--- config.mk ---
export PLATFORM = sky130hd
export DESIGN_NAME = packet_trace_buffer
export DESIGN_NICKNAME = d
export VERILOG_FILES = /design/src/rtl/ptb_pkg.sv /design/src/rtl/packet_trace_buffer_rr_arbiter.sv /design/src/rtl/packet_trace_buffer.sv
export SDC_FILE = /design/constraint.sdc
export NUM_CORES = 2
export LEC_CHECK = 0
export ABC_AREA = 0
export BUFFER_PORTS_ARGS = -buffer_cell sky130_fd_sc_hd__buf_2
export CAP_MARGIN = 20
export CORE_MARGIN = 4
export CORE_UTILIZATION = 37
export CTS_CLUSTER_SIZE = 12
export DETAILED_ROUTE_END_ITERATION = 10
export PLACE_DENSITY_LB_ADDON = 0.1
export SLEW_MARGIN = 25
export SYNTH_ARGS = -nofsm -noshare
export SYNTH_HDL_FRONTEND = slang
export SYNTH_SLANG_ARGS = --single-unit
--- constraint.sdc ---
create_clock -name clk -period 7.5 [get_ports clk]
set_input_delay 0.75 -clock clk [delete_from_list [all_inputs] [get_ports clk]]
set_output_delay 0.75 -clock clk [all_outputs]
set_load 0.01 [all_outputs]
--- src/rtl/ptb_pkg.sv ---
// Shared constants and helpers for the packet trace buffer: vc-bit position
// and the saturating drop counter.
package ptb_pkg;

    localparam int DROP_W = 16;
    localparam logic [DROP_W-1:0] DROP_SAT = 16'hFFFF;

    function automatic int vc_bit(input int pkt_w);
        return pkt_w - 1;
    endfunction

    // Adds up to 15 simultaneous drops to the counter without wrapping past 0xFFFF.
    function automatic logic [DROP_W-1:0] drop_add(input logic [DROP_W-1:0] cur,
                                                   input logic [3:0] inc);
        logic [DROP_W:0] sum;
        sum = {1'b0, cur} + {{(DROP_W-3){1'b0}}, inc};
        if (sum > {1'b0, DROP_SAT}) begin
            return DROP_SAT;
        end else begin
            return sum[DROP_W-1:0];
        end
    endfunction

endpackage

--- src/rtl/packet_trace_buffer_rr_arbiter.sv ---
// Round-robin arbiter: one-hot grant starting the search at the priority
// pointer; the pointer moves just past the winner.
module rr_arbiter #(
    parameter int N  = 2,
    parameter int IW = (N > 1) ? $clog2(N) : 1
) (
    input  logic          clk,
    input  logic          reset,
    input  logic          clr,
    input  logic          en,
    input  logic [N-1:0]  req,
    output logic [N-1:0]  grant,
    output logic [IW-1:0] gnt_idx,
    output logic          gnt_any
);

    logic [IW-1:0] ptr_q;
    logic [IW-1:0] ptr_d;
    logic [IW-1:0] cand_s;
    logic          hit_s;

    function automatic int rot(input int p, input int k);
        return (p + k) % N;
    endfunction

    // Winner search and pointer update.
    always_comb begin
        grant   = '0;
        gnt_idx = '0;
        gnt_any = 1'b0;
        cand_s  = '0;
        hit_s   = 1'b0;
        for (int k = 0; k < N; k++) begin
            cand_s  = IW'(rot(int'(ptr_q), k));
            hit_s   = !gnt_any && en && req[cand_s];
            gnt_idx = hit_s ? cand_s : gnt_idx;
            gnt_any = gnt_any | hit_s;
        end
        grant[gnt_idx] = gnt_any;
        if (clr) begin
            ptr_d = '0;
        end else if (gnt_any) begin
            ptr_d = IW'(rot(int'(gnt_idx), 1));
        end else begin
            ptr_d = ptr_q;
        end
    end

    // Priority pointer register.
    always_ff @(posedge clk or negedge reset) begin
        if (!reset) begin
            ptr_q <= '0;
        end else begin
            ptr_q <= ptr_d;
        end
    end

endmodule

--- src/rtl/packet_trace_buffer.sv ---
// Captures filtered channel handshakes into per-channel hold registers, then
// arbitrates them into a circular trace FIFO drained over a valid/ready port.
module packet_trace_buffer
    import ptb_pkg::*;
#(
    parameter int NUM_CH = 2,
    parameter int PKT_W  = 64,
    parameter int DEPTH  = 16,
    parameter int TS_W   = 16,
    parameter int CH_W   = (NUM_CH > 1) ? $clog2(NUM_CH) : 1,
    parameter int CNT_W  = $clog2(DEPTH) + 1
) (
    input  logic                    clk,
    input  logic                    reset,
    input  logic [NUM_CH-1:0]       ch_valid,
    input  logic [NUM_CH-1:0]       ch_ready,
    input  logic [NUM_CH*PKT_W-1:0] ch_data,
    input  logic [NUM_CH-1:0]       cfg_ch_en,
    input  logic [1:0]              cfg_vc_mask,
    input  logic                    cfg_stop_on_full,
    input  logic                    clr,
    output logic                    rd_valid,
    input  logic                    rd_ready,
    output logic [PKT_W-1:0]        rd_data,
    output logic [CH_W-1:0]         rd_ch,
    output logic [TS_W-1:0]         rd_ts,
    output logic [CNT_W-1:0]        count,
    output logic [DROP_W-1:0]       drop_cnt,
    output logic                    ovf
);

    localparam int VC_BIT = vc_bit(PKT_W);
    localparam int AW     = $clog2(DEPTH);
    localparam int E_W    = PKT_W + CH_W + TS_W;

    logic [TS_W-1:0]   ts_q, ts_d;
    logic [NUM_CH-1:0] event_s, load_s, drop_s, req_s, grant_s;
    logic [PKT_W-1:0]  hold_data_a [NUM_CH];
    logic [TS_W-1:0]   hold_ts_a   [NUM_CH];
    logic [CH_W-1:0]   gnt_idx_s;
    logic              gnt_any_s, gnt_en_s;

    logic [E_W-1:0]    mem_q [DEPTH];
    logic [AW-1:0]     head_q, head_d, tail_q, tail_d;
    logic [CNT_W-1:0]  count_q, count_d;
    logic [DROP_W-1:0] drop_q, drop_d;
    logic              ovf_q, ovf_d;
    logic              full_s, pop_s, push_s, overwrite_s;
    logic [E_W-1:0]    wr_entry_s, head_ent_s;
    logic              rd_valid_q, rd_valid_d;
    logic [PKT_W-1:0]  rd_data_q, rd_data_d;
    logic [CH_W-1:0]   rd_ch_q, rd_ch_d;
    logic [TS_W-1:0]   rd_ts_q, rd_ts_d;

    // Free-running timestamp, unaffected by clr.
    always_comb begin
        ts_d = ts_q + TS_W'(1);
    end

    always_ff @(posedge clk or negedge reset) begin
        if (!reset) begin
            ts_q <= '0;
        end else begin
            ts_q <= ts_d;
        end
    end

    for (genvar g = 0; g < NUM_CH; g++) begin : g_ch
        logic [PKT_W-1:0] pkt_s;
        logic             hold_v_q, hold_v_d;
        logic [PKT_W-1:0] hold_data_q, hold_data_d;
        logic [TS_W-1:0]  hold_ts_q, hold_ts_d;

        assign pkt_s      = ch_data[g*PKT_W +: PKT_W];
        assign event_s[g] = ch_valid[g] & ch_ready[g] & cfg_ch_en[g] & cfg_vc_mask[pkt_s[VC_BIT]];
        // A hold being granted this cycle frees its slot for a same-cycle event.
        assign drop_s[g]  = event_s[g] & ~clr & hold_v_q & ~grant_s[g];
        assign load_s[g]  = event_s[g] & ~clr & ~drop_s[g];
        assign req_s[g]        = hold_v_q;
        assign hold_data_a[g]  = hold_data_q;
        assign hold_ts_a[g]    = hold_ts_q;

        // Hold register next state.
        always_comb begin
            hold_data_d = hold_data_q;
            hold_ts_d   = hold_ts_q;
            if (clr) begin
                hold_v_d = 1'b0;
            end else if (load_s[g]) begin
                hold_v_d    = 1'b1;
                hold_data_d = pkt_s;
                hold_ts_d   = ts_q;
            end else begin
                hold_v_d = hold_v_q & ~grant_s[g];
            end
        end

        always_ff @(posedge clk or negedge reset) begin
            if (!reset) begin
                hold_v_q    <= 1'b0;
                hold_data_q <= '0;
                hold_ts_q   <= '0;
            end else begin
                hold_v_q    <= hold_v_d;
                hold_data_q <= hold_data_d;
                hold_ts_q   <= hold_ts_d;
            end
        end
    end

    assign full_s   = (count_q == CNT_W'(DEPTH));
    assign gnt_en_s = ~clr & ~(full_s & cfg_stop_on_full);

    rr_arbiter #(.N(NUM_CH), .IW(CH_W)) u_arb (
        .clk     (clk),
        .reset   (reset),
        .clr     (clr),
        .en      (gnt_en_s),
        .req     (req_s),
        .grant   (grant_s),
        .gnt_idx (gnt_idx_s),
        .gnt_any (gnt_any_s)
    );

    assign pop_s       = rd_valid_q & rd_ready & ~clr;
    assign push_s      = gnt_any_s;
    assign overwrite_s = push_s & full_s & ~pop_s;
    assign wr_entry_s  = {hold_data_a[gnt_idx_s], gnt_idx_s, hold_ts_a[gnt_idx_s]};

    // FIFO pointers, occupancy, drop and overflow bookkeeping.
    always_comb begin
        ovf_d  = ovf_q;
        drop_d = drop_q;
        if (clr) begin
            head_d  = '0;
            tail_d  = '0;
            count_d = '0;
            ovf_d   = 1'b0;
            drop_d  = '0;
        end else begin
            head_d  = (pop_s | overwrite_s) ? head_q + AW'(1) : head_q;
            tail_d  = push_s ? tail_q + AW'(1) : tail_q;
            if (push_s & ~pop_s & ~overwrite_s) begin
                count_d = count_q + CNT_W'(1);
            end else if (pop_s & ~push_s) begin
                count_d = count_q - CNT_W'(1);
            end else begin
                count_d = count_q;
            end
            ovf_d  = ovf_q | overwrite_s;
            drop_d = drop_add(drop_q, 4'($countones(drop_s)));
        end
    end

    // Next head entry; bypass the write when it lands on the new head slot.
    always_comb begin
        head_ent_s = (push_s && (tail_q == head_d)) ? wr_entry_s : mem_q[head_d];
        if (clr) begin
            rd_valid_d = 1'b0;
            rd_data_d  = '0;
            rd_ch_d    = '0;
            rd_ts_d    = '0;
        end else begin
            rd_valid_d = (count_d != '0);
            {rd_data_d, rd_ch_d, rd_ts_d} = head_ent_s;
        end
    end

    // Trace storage.
    always_ff @(posedge clk or negedge reset) begin
        if (!reset) begin
            for (int i = 0; i < DEPTH; i++) begin
                mem_q[i] <= '0;
            end
        end else if (push_s) begin
            mem_q[tail_q] <= wr_entry_s;
        end
    end

    // Control and read-port registers.
    always_ff @(posedge clk or negedge reset) begin
        if (!reset) begin
            head_q     <= '0;
            tail_q     <= '0;
            count_q    <= '0;
            drop_q     <= '0;
            ovf_q      <= 1'b0;
            rd_valid_q <= 1'b0;
            rd_data_q  <= '0;
            rd_ch_q    <= '0;
            rd_ts_q    <= '0;
        end else begin
            head_q     <= head_d;
            tail_q     <= tail_d;
            count_q    <= count_d;
            drop_q     <= drop_d;
            ovf_q      <= ovf_d;
            rd_valid_q <= rd_valid_d;
            rd_data_q  <= rd_data_d;
            rd_ch_q    <= rd_ch_d;
            rd_ts_q    <= rd_ts_d;
        end
    end

    assign rd_valid = rd_valid_q;
    assign rd_data  = rd_data_q;
    assign rd_ch    = rd_ch_q;
    assign rd_ts    = rd_ts_q;
    assign count    = count_q;
    assign drop_cnt = drop_q;
    assign ovf      = ovf_q;

endmodule

# After elaboration in Yosys (flattened, before gate mapping)
# Index checks and enable logic that the tools add are counted.
[totals]
regBits = 1587
latchBits = 0
ram_bits = 0
mem_bits_ro = 0
inputBits = 141
out_inout_bits = 104
word_cells = 152
n_memories = 0
[op_classes]
add_sub_neg = 9
mul = 0
div = 0
n_lt_le_gt_ge = 11
eq_ne = 2
n_shift = 0
muxes = 45
bitwise = 41
n_reduce_logical = 11
[ops]
columns = ["operator", "count"]
rows = [
  ["bitwise mux 1296 bit", 1],
  ["binary-select mux 81 bit (select 4 bit)", 1],
  ["demux 81 bit (select 4 bit)", 1],
  ["2-to-1 mux 81 bit", 4],
  ["2-to-1 mux 64 bit", 4],
  ["2-to-1 mux 16 bit", 6],
  ["AND 1 bit", 25],
  ["2-to-1 mux 1 bit", 20],
  ["adder 16 x 2 -> 17 bit", 1],
  ["greater-than comparator 17 x 16 -> 1 bit (second input constant)", 1],
  ["adder 16 x 1 -> 16 bit (second input constant)", 1],
  ["2-to-1 mux 4 bit", 4],
  ["2-to-1 mux 5 bit", 3],
  [">= comparator 5 bit (second input constant)", 2],
  ["< comparator 1 x 2 -> 1 bit (second input constant)", 5],
  ["NOT 4 -> 5 bit", 2],
  ["NOT 1 bit", 9],
  ["adder 4 x 1 -> 4 bit (second input constant)", 2],
  ["logical AND 1 bit", 6],
  ["adder 5 x 1 -> 5 bit (second input constant)", 1],
  ["== test 5 bit (second input constant)", 1],
  ["< comparator 5 x 1 -> 1 bit (second input constant)", 1],
  ["nonzero test 5 bit", 1],
  ["subtractor 5 x 1 -> 5 bit (second input constant)", 1],
  ["12 further kinds", 16],
]

# Depth between registers and ports, before layout
[depth]
ltp_word = 21
ltp_mapped = 20
mapped_depth_nobuf = 15

# Modules after synthesis
# From an unflattened synthesis, not the netlist that was laid out.
[hier_totals]
cells_unflattened = 6123
area_unflattened_um2 = 68745.9
[by_module_without_submodules]
columns = ["mod", "instances", "cells_per_inst", "area_per_inst_um2", "seq_area_each_um2"]
rows = [
  ["packet_trace_buffer", 1, 6112, 68660.9, 39688.1],
  ["rr_arbiter", 1, 11, 85.1, 25.0],
]

# Least setup slack after synthesis
# No wires, ideal clock.
[synth_path]
path_type = "input to register"
startpoint = "input port clr"
endpoint = "register drop_q[10] (netlist: drop_cnt[10])"
setup_time_ns = 0.078
t_arrival_ns = 4.434
required_time_ns = 7.422
setup_slack_ns = 2.987
path_stages = 14
path_buffers = 4
path_cell_list = "buf_2 > clkbuf_1 > clkbuf_1 > or4b_2 > or2_2 > fa_1 > inv_1 > ha_1 > nand3_1 > or2_2 > nor4_1 > nand4_1 > clkbuf_1 > a21oi_1"
[synth_via]
elab_chain_cells = 19
elab_cells_between_ends = 28
classes_between = "add/sub: 2; order compare: 3; mux: 6; bitwise: 12; reduce/logical: 5"
[synth_lines]
columns = ["item", "line_no", "rtl"]
rows = [
  ["start, declared", "packet_trace_buffer.sv:21", "input logic clr,"],
  ["NOT 1 bit (no source line)", "n/a", ""],
  ["AND 1 bit", "packet_trace_buffer.sv:112", "assign gnt_en_s = ~clr & ~(full_s & cfg_stop_on_full);"],
  ["logical AND 1 bit", "packet_trace_buffer_rr_arbiter.sv:35", "hit_s = !gnt_any && en && req[cand_s];"],
  ["zero test 1 bit", "packet_trace_buffer_rr_arbiter.sv:35", ""],
  ["logical AND 1 bit (2 in a row)", "packet_trace_buffer_rr_arbiter.sv:35", ""],
  ["2-to-1 mux 1 bit", "packet_trace_buffer_rr_arbiter.sv:36", "gnt_idx = hit_s ? cand_s : gnt_idx;"],
  ["< comparator 1 x 2 -> 1 bit (not written as such) / >= comparator 1 bit (equally long branches)", "packet_trace_buffer_rr_arbiter.sv:39", "grant[gnt_idx] = gnt_any;"],
  ["logical AND 1 bit (not written as such)", "packet_trace_buffer_rr_arbiter.sv:39", ""],
  ["[3 not listed]", "n/a", ""],
  ["NOT 1 bit", "packet_trace_buffer.sv:77", "assign drop_s[g] = event_s[g] & ~clr & hold_v_q & ~grant_s[g];"],
  ["AND 1 bit", "packet_trace_buffer.sv:77", ""],
  ["adder 1 x 1 -> 2 bit (not written as such)", "packet_trace_buffer.sv:151", "drop_d = drop_add(drop_q, 4'($countones(drop_s)));"],
  ["adder 16 x 2 -> 17 bit", "ptb_pkg.sv:16", "sum = {1'b0, cur} + {{(DROP_W-3){1'b0}}, inc};"],
  ["greater-than comparator 17 x 16 -> 1 bit", "ptb_pkg.sv:17", "if (sum > {1'b0, DROP_SAT}) begin"],
  ["2-to-1 mux 16 bit", "ptb_pkg.sv:17", ""],
  ["2-to-1 mux 16 bit *", "packet_trace_buffer.sv:134", "if (clr) begin"],
  ["net drop_d[10]", "packet_trace_buffer.sv:46", "logic [DROP_W-1:0] drop_q, drop_d;"],
  ["end signal, assigned", "packet_trace_buffer.sv:196", "drop_q <= drop_d;"],
  ["end, declared", "packet_trace_buffer.sv:46", ""],
]
# Mark *: on every way through the listed nets, which the timed path passes. The rest lies on a longest branch.
# A chain may end at the register's enable or synchronous reset.

# Worst setup path after layout
[layout_path]
startpoint = "input port clr"
endpoint = "register rd_data_q[47] (netlist: rd_data[47])"
[layout_via]
elab_chain_cells = 18
elab_cells_between_ends = 28
classes_between = "eq/ne: 1; mux: 12; bitwise: 10; reduce/logical: 5"
[layout_lines]
columns = ["item", "line_no", "rtl"]
rows = [
  ["NOT 1 bit (no source line)", "n/a", ""],
  ["AND 1 bit", "packet_trace_buffer.sv:112", ""],
  ["logical AND 1 bit", "packet_trace_buffer_rr_arbiter.sv:35", ""],
  ["zero test 1 bit", "packet_trace_buffer_rr_arbiter.sv:35", ""],
  ["logical AND 1 bit (2 in a row)", "packet_trace_buffer_rr_arbiter.sv:35", ""],
  ["OR 1 bit", "packet_trace_buffer_rr_arbiter.sv:37", "gnt_any = gnt_any | hit_s;"],
  ["AND 1 bit (2 in a row)", "packet_trace_buffer.sv:127", "assign overwrite_s = push_s & full_s & ~pop_s;"],
  ["OR 1 bit", "packet_trace_buffer.sv:141", "head_d = (pop_s | overwrite_s) ? head_q + AW'(1) : head_q;"],
  ["2-to-1 mux 4 bit", "packet_trace_buffer.sv:141", ""],
  ["2-to-1 mux 4 bit", "packet_trace_buffer.sv:134", ""],
  ["NOT 4 -> 5 bit (not written as such)", "packet_trace_buffer.sv:157", "head_ent_s = (push_s && (tail_q == head_d)) ? wr_entry_s : mem_q[head_d];"],
  ["binary-select mux 81 bit (select 4 bit)", "packet_trace_buffer.sv:157", ""],
  ["2-to-1 mux 81 bit (not written as such) (2 in a row)", "packet_trace_buffer.sv:157", ""],
  ["2-to-1 mux 81 bit", "packet_trace_buffer.sv:157", ""],
  ["2-to-1 mux 64 bit *", "packet_trace_buffer.sv:158", "if (clr) begin"],
  ["net rd_data_d[47]", "packet_trace_buffer.sv:51", "logic [PKT_W-1:0] rd_data_q, rd_data_d;"],
  ["end signal, assigned", "packet_trace_buffer.sv:199", "rd_data_q <= rd_data_d;"],
  ["end, declared", "packet_trace_buffer.sv:51", ""],
]
# Mark *: on every way through the listed nets, which the timed path passes. The rest lies on a longest branch. The select of a mux whose other input is x is not followed.

==> metrics.txt <==
outcome finished clean; Setup CP Type input pin to flop; Async SR Flop Fraction 100%; total track usage 23.3%; Row Count 158; critical-path cell list buf_6 > buf_4 > nor2_1 > a311oi_4 > buf_4 > nor3_4 > buf_4 > nor3_4 > buf_4 > buf_4 > a32oi_1 > nand4_1 > o221ai_1; Sequential Power Share 43.8%; cell area after synthesis 69,000 sq um; routed wire length 226 mm; Die Width 440 microns; final design utilization 42.4%; vias post-DR 53,200; post-cts sizing count 0; Die ar. 193,000 sq um; synthesized net count 7,468; final hold vios 0; post-DP HPWL 119 mm; IO Pins 245; library cells used by synthesis 63; core area 185,000 sq um; Gate power share 13.9%; VDD IR max 0.000169 V; Post-synth EDFFs 0; Max FO, Critical Path 55; top cell type's share of synthesized area 57.6%; critical path data required time 8.12 ns; DRC 0; register area share after synthesis 57.6%; Die Ht 440 microns; metal3 WL 10.6 mm; pwr dens 271 nW/um^2; Fin Setup TNS 0 ns; Mean Syn Cell Area 9.43 sq um; clock slew at reported path FFs 0.06 ns; GP Congestion 0.761; CTS tree yes; grt ovf 0; total power 21.3 mW; final setup vio count 0; nets@finish 7,375; final cell count without fillers 9,854; Setup crit end kind flop; worst stage delay on the critical path 0.75 ns; fin crit period 5.05 ns; Iteration-0 DRC Markers 3,806; Top Metal Used met5; Slew @ Worst Pin 1.08 ns; layout cells sized above 1 12.3%; Clk pwr share 42.4%; CTS Buffer Depth 3; Commonest cells post-synth 2,283 x nand2_1, 1,587 x dfrtp_1, 1,302 x o21ai_0; Psw 6.07 mW; Mapped Cells 7,315; mux contribution to synthesized area 5.13%; Layout Skew 0.0243 ns; Hold Path Stages 2; met2 WL 105 mm; cell mode on critical path buf_4; max frequency 198 MHz; slew margin rel. 27.8%; crit path max-delay cell type buf_4; Post-Synth XOR/XNOR Area 0.432%; CP arrival 5.67 ns; Worst-Skew Late Latency 0.81 ns; 1st-pass router iterations 7; fill count 18,500; vias per cell 5.40; largest family of logic cells by synthesized area simple AND/OR/NAND/NOR gates; H-tree levels 4; Hold Path Class input pin to flop; largest net degree at the start of global routing 169; max-cap viol count 0; area share of fa/ha/maj cells after synthesis 0.229%; ys flop type dfrtp_1; Num CTS Buffers 180; Post-Synth Simple-Gate Area 17.0%; Final Cycle Share 67.3%; Net Sw Frac 28.5%; met1 WL 103 mm; post-route antenna net violation count 0; Leakage Power 33.7 nW; starting density of the core 37.2%; Startpoint Class input pin; reg2reg path depth 15; post-DR wirelength/cell 23.0 microns; Ys Warns 0; RSZ-0062 raised after global routing false; global-route wire length before repair 345 mm; clk root buf clkbuf_16; Area Overhead vs Synth 14.0%; Compound-Gate Fraction of Synth Area 15.6%; Port Buf Inserts 244; post-synthesis register bit count 1,587; most frequent cell after synthesis nand2_1; CTS sink cnt 1,587; Synth area leader dfrtp_1; antenna violations before repair 8; final slew viol count 0; largest cells by area after synthesis dfrtp_1 58%, nand2_1 12%, o21ai_0 9.4%; number of global-route vias before repair 53,200; Cell Int Power 15.2 mW; placed cell count 9,518
[cell families (layout without fill, tap and decap cells)]
kind of cell	Yosys count	in the layout
simple gates	2815	2815
compound gates	1844	1844
flops	1587	1587
buf+inv	691	746
mux	332	332
xor+xnor	34	34
fa+ha+maj	12	12
other cells	0	4
[critical path: cells and delay by family]
kind                   cells  cell delay (ns)
buffers and inverters      6             3.38
and+or+nand+nor            4             0.74
AOI/OAI and AO/OA          3             0.71
[flip-flops by register name, indices dropped and copies added (netlist names)]
| signal | cells |
|---|---|
| mem_q | 1296 |
| g_ch.hold_v_q | 2 |
| tail_q | 4 |
| u_arb.ptr_q | 1 |
| rd_ts | 16 |
| drop_cnt | 16 |
| head_q | 4 |
| rd_valid | 1 |
| ovf | 1 |
| rd_data | 64 |
| ts_q | 16 |
| count | 5 |
| g_ch.hold_data_q | 128 |
| g_ch.hold_ts_q | 32 |
| rd_ch | 1 |
[cell usage in the layout, fill, tap and decap left out, types with 34 or more instances in the layout]
cell,Yosys,final
mux2i_1,170,148
a2111oi_0,80,80
nand2_1,2283,2282
a31oi_1,161,161
a32oi_1,83,83
nor2_1,34,34
a311oi_1,82,82
clkbuf_16,0,187
clkbuf_8,0,54
nor4b_1,80,80
clkbuf_1,569,42
o221ai_1,82,82
buf_4,7,130
nand4_1,96,96
mux2_2,161,160
o21ai_0,1302,1302
dfrtp_1,1587,1587
buf_2,81,242
nand3_1,269,255
[cell type report]
type / instances / area (sq um) / area share [%]
flip-flops and latches: 1587 / 39700 / 50.5
repair buffers: 400 / 2740 / 3.48
diodes: 4 / 10.0 / 0.0127
inverters: 16 / 77.6 / 0.0987
multi-input cells: 5037 / 26900 / 34.2
well taps: 2480 / 3100 / 3.95
clock inverters: 47 / 512 / 0.651
clock buffers: 283 / 5580 / 7.10
[power by group through the flow]
stage	sequential (mW)	combinational, mW	clock, mW
finish	9.32	2.95	9.03
CTS	9.33	2.99	9.28
global route	9.37	3.25	9.61
detailed placement	9.48	2.98	0
floorplan	9.36	1.63	0
global placement	9.48	2.96	0
[repair_timing]
item / in CTS / in global routing
setup buffers: 0 / 0
endpoints found under the hold margin: 38 / 0
hold buffers: 1 / 0
[per-stage QoR]
step	instance area (sq um)	hold WS, ns	setup slack (ns)
after floorplan	69000	0.442	2.99
after global placement	72400	0.454	1.81
after detailed placement	72400	0.462	1.67
after CTS	78500	0.0995	2.52
after global routing	78600	0.124	2.04
final	78600	0.170	2.45
[metal layers]
layer	track usage (%)	up-vias
li1	-	25100
met1	31.8	26500
met2	38.1	1161
met3	3.62	398
met4	7.77	6
met5	0	-
[worst paths after layout]
| kind | to | startpoint | slack (ns) |
|---|---|---|---|
| max in group asynchronous | mem_q[88] | reset | 5.00 |
| worst max-delay path | rd_data[47] | clr | 2.45 |
| worst min-delay path | g_ch[1].hold_data_q[3] | ch_data[67] | 0.17 |
| worst min register to register | mem_q[1030] | mem_q[1030] | 0.47 |
| worst max register to register | drop_cnt[1] | count[1] | 2.49 |
| min in group asynchronous | g_ch[0].hold_data_q[5] | reset | 0.55 |
(Power assumes the default switching activity.)
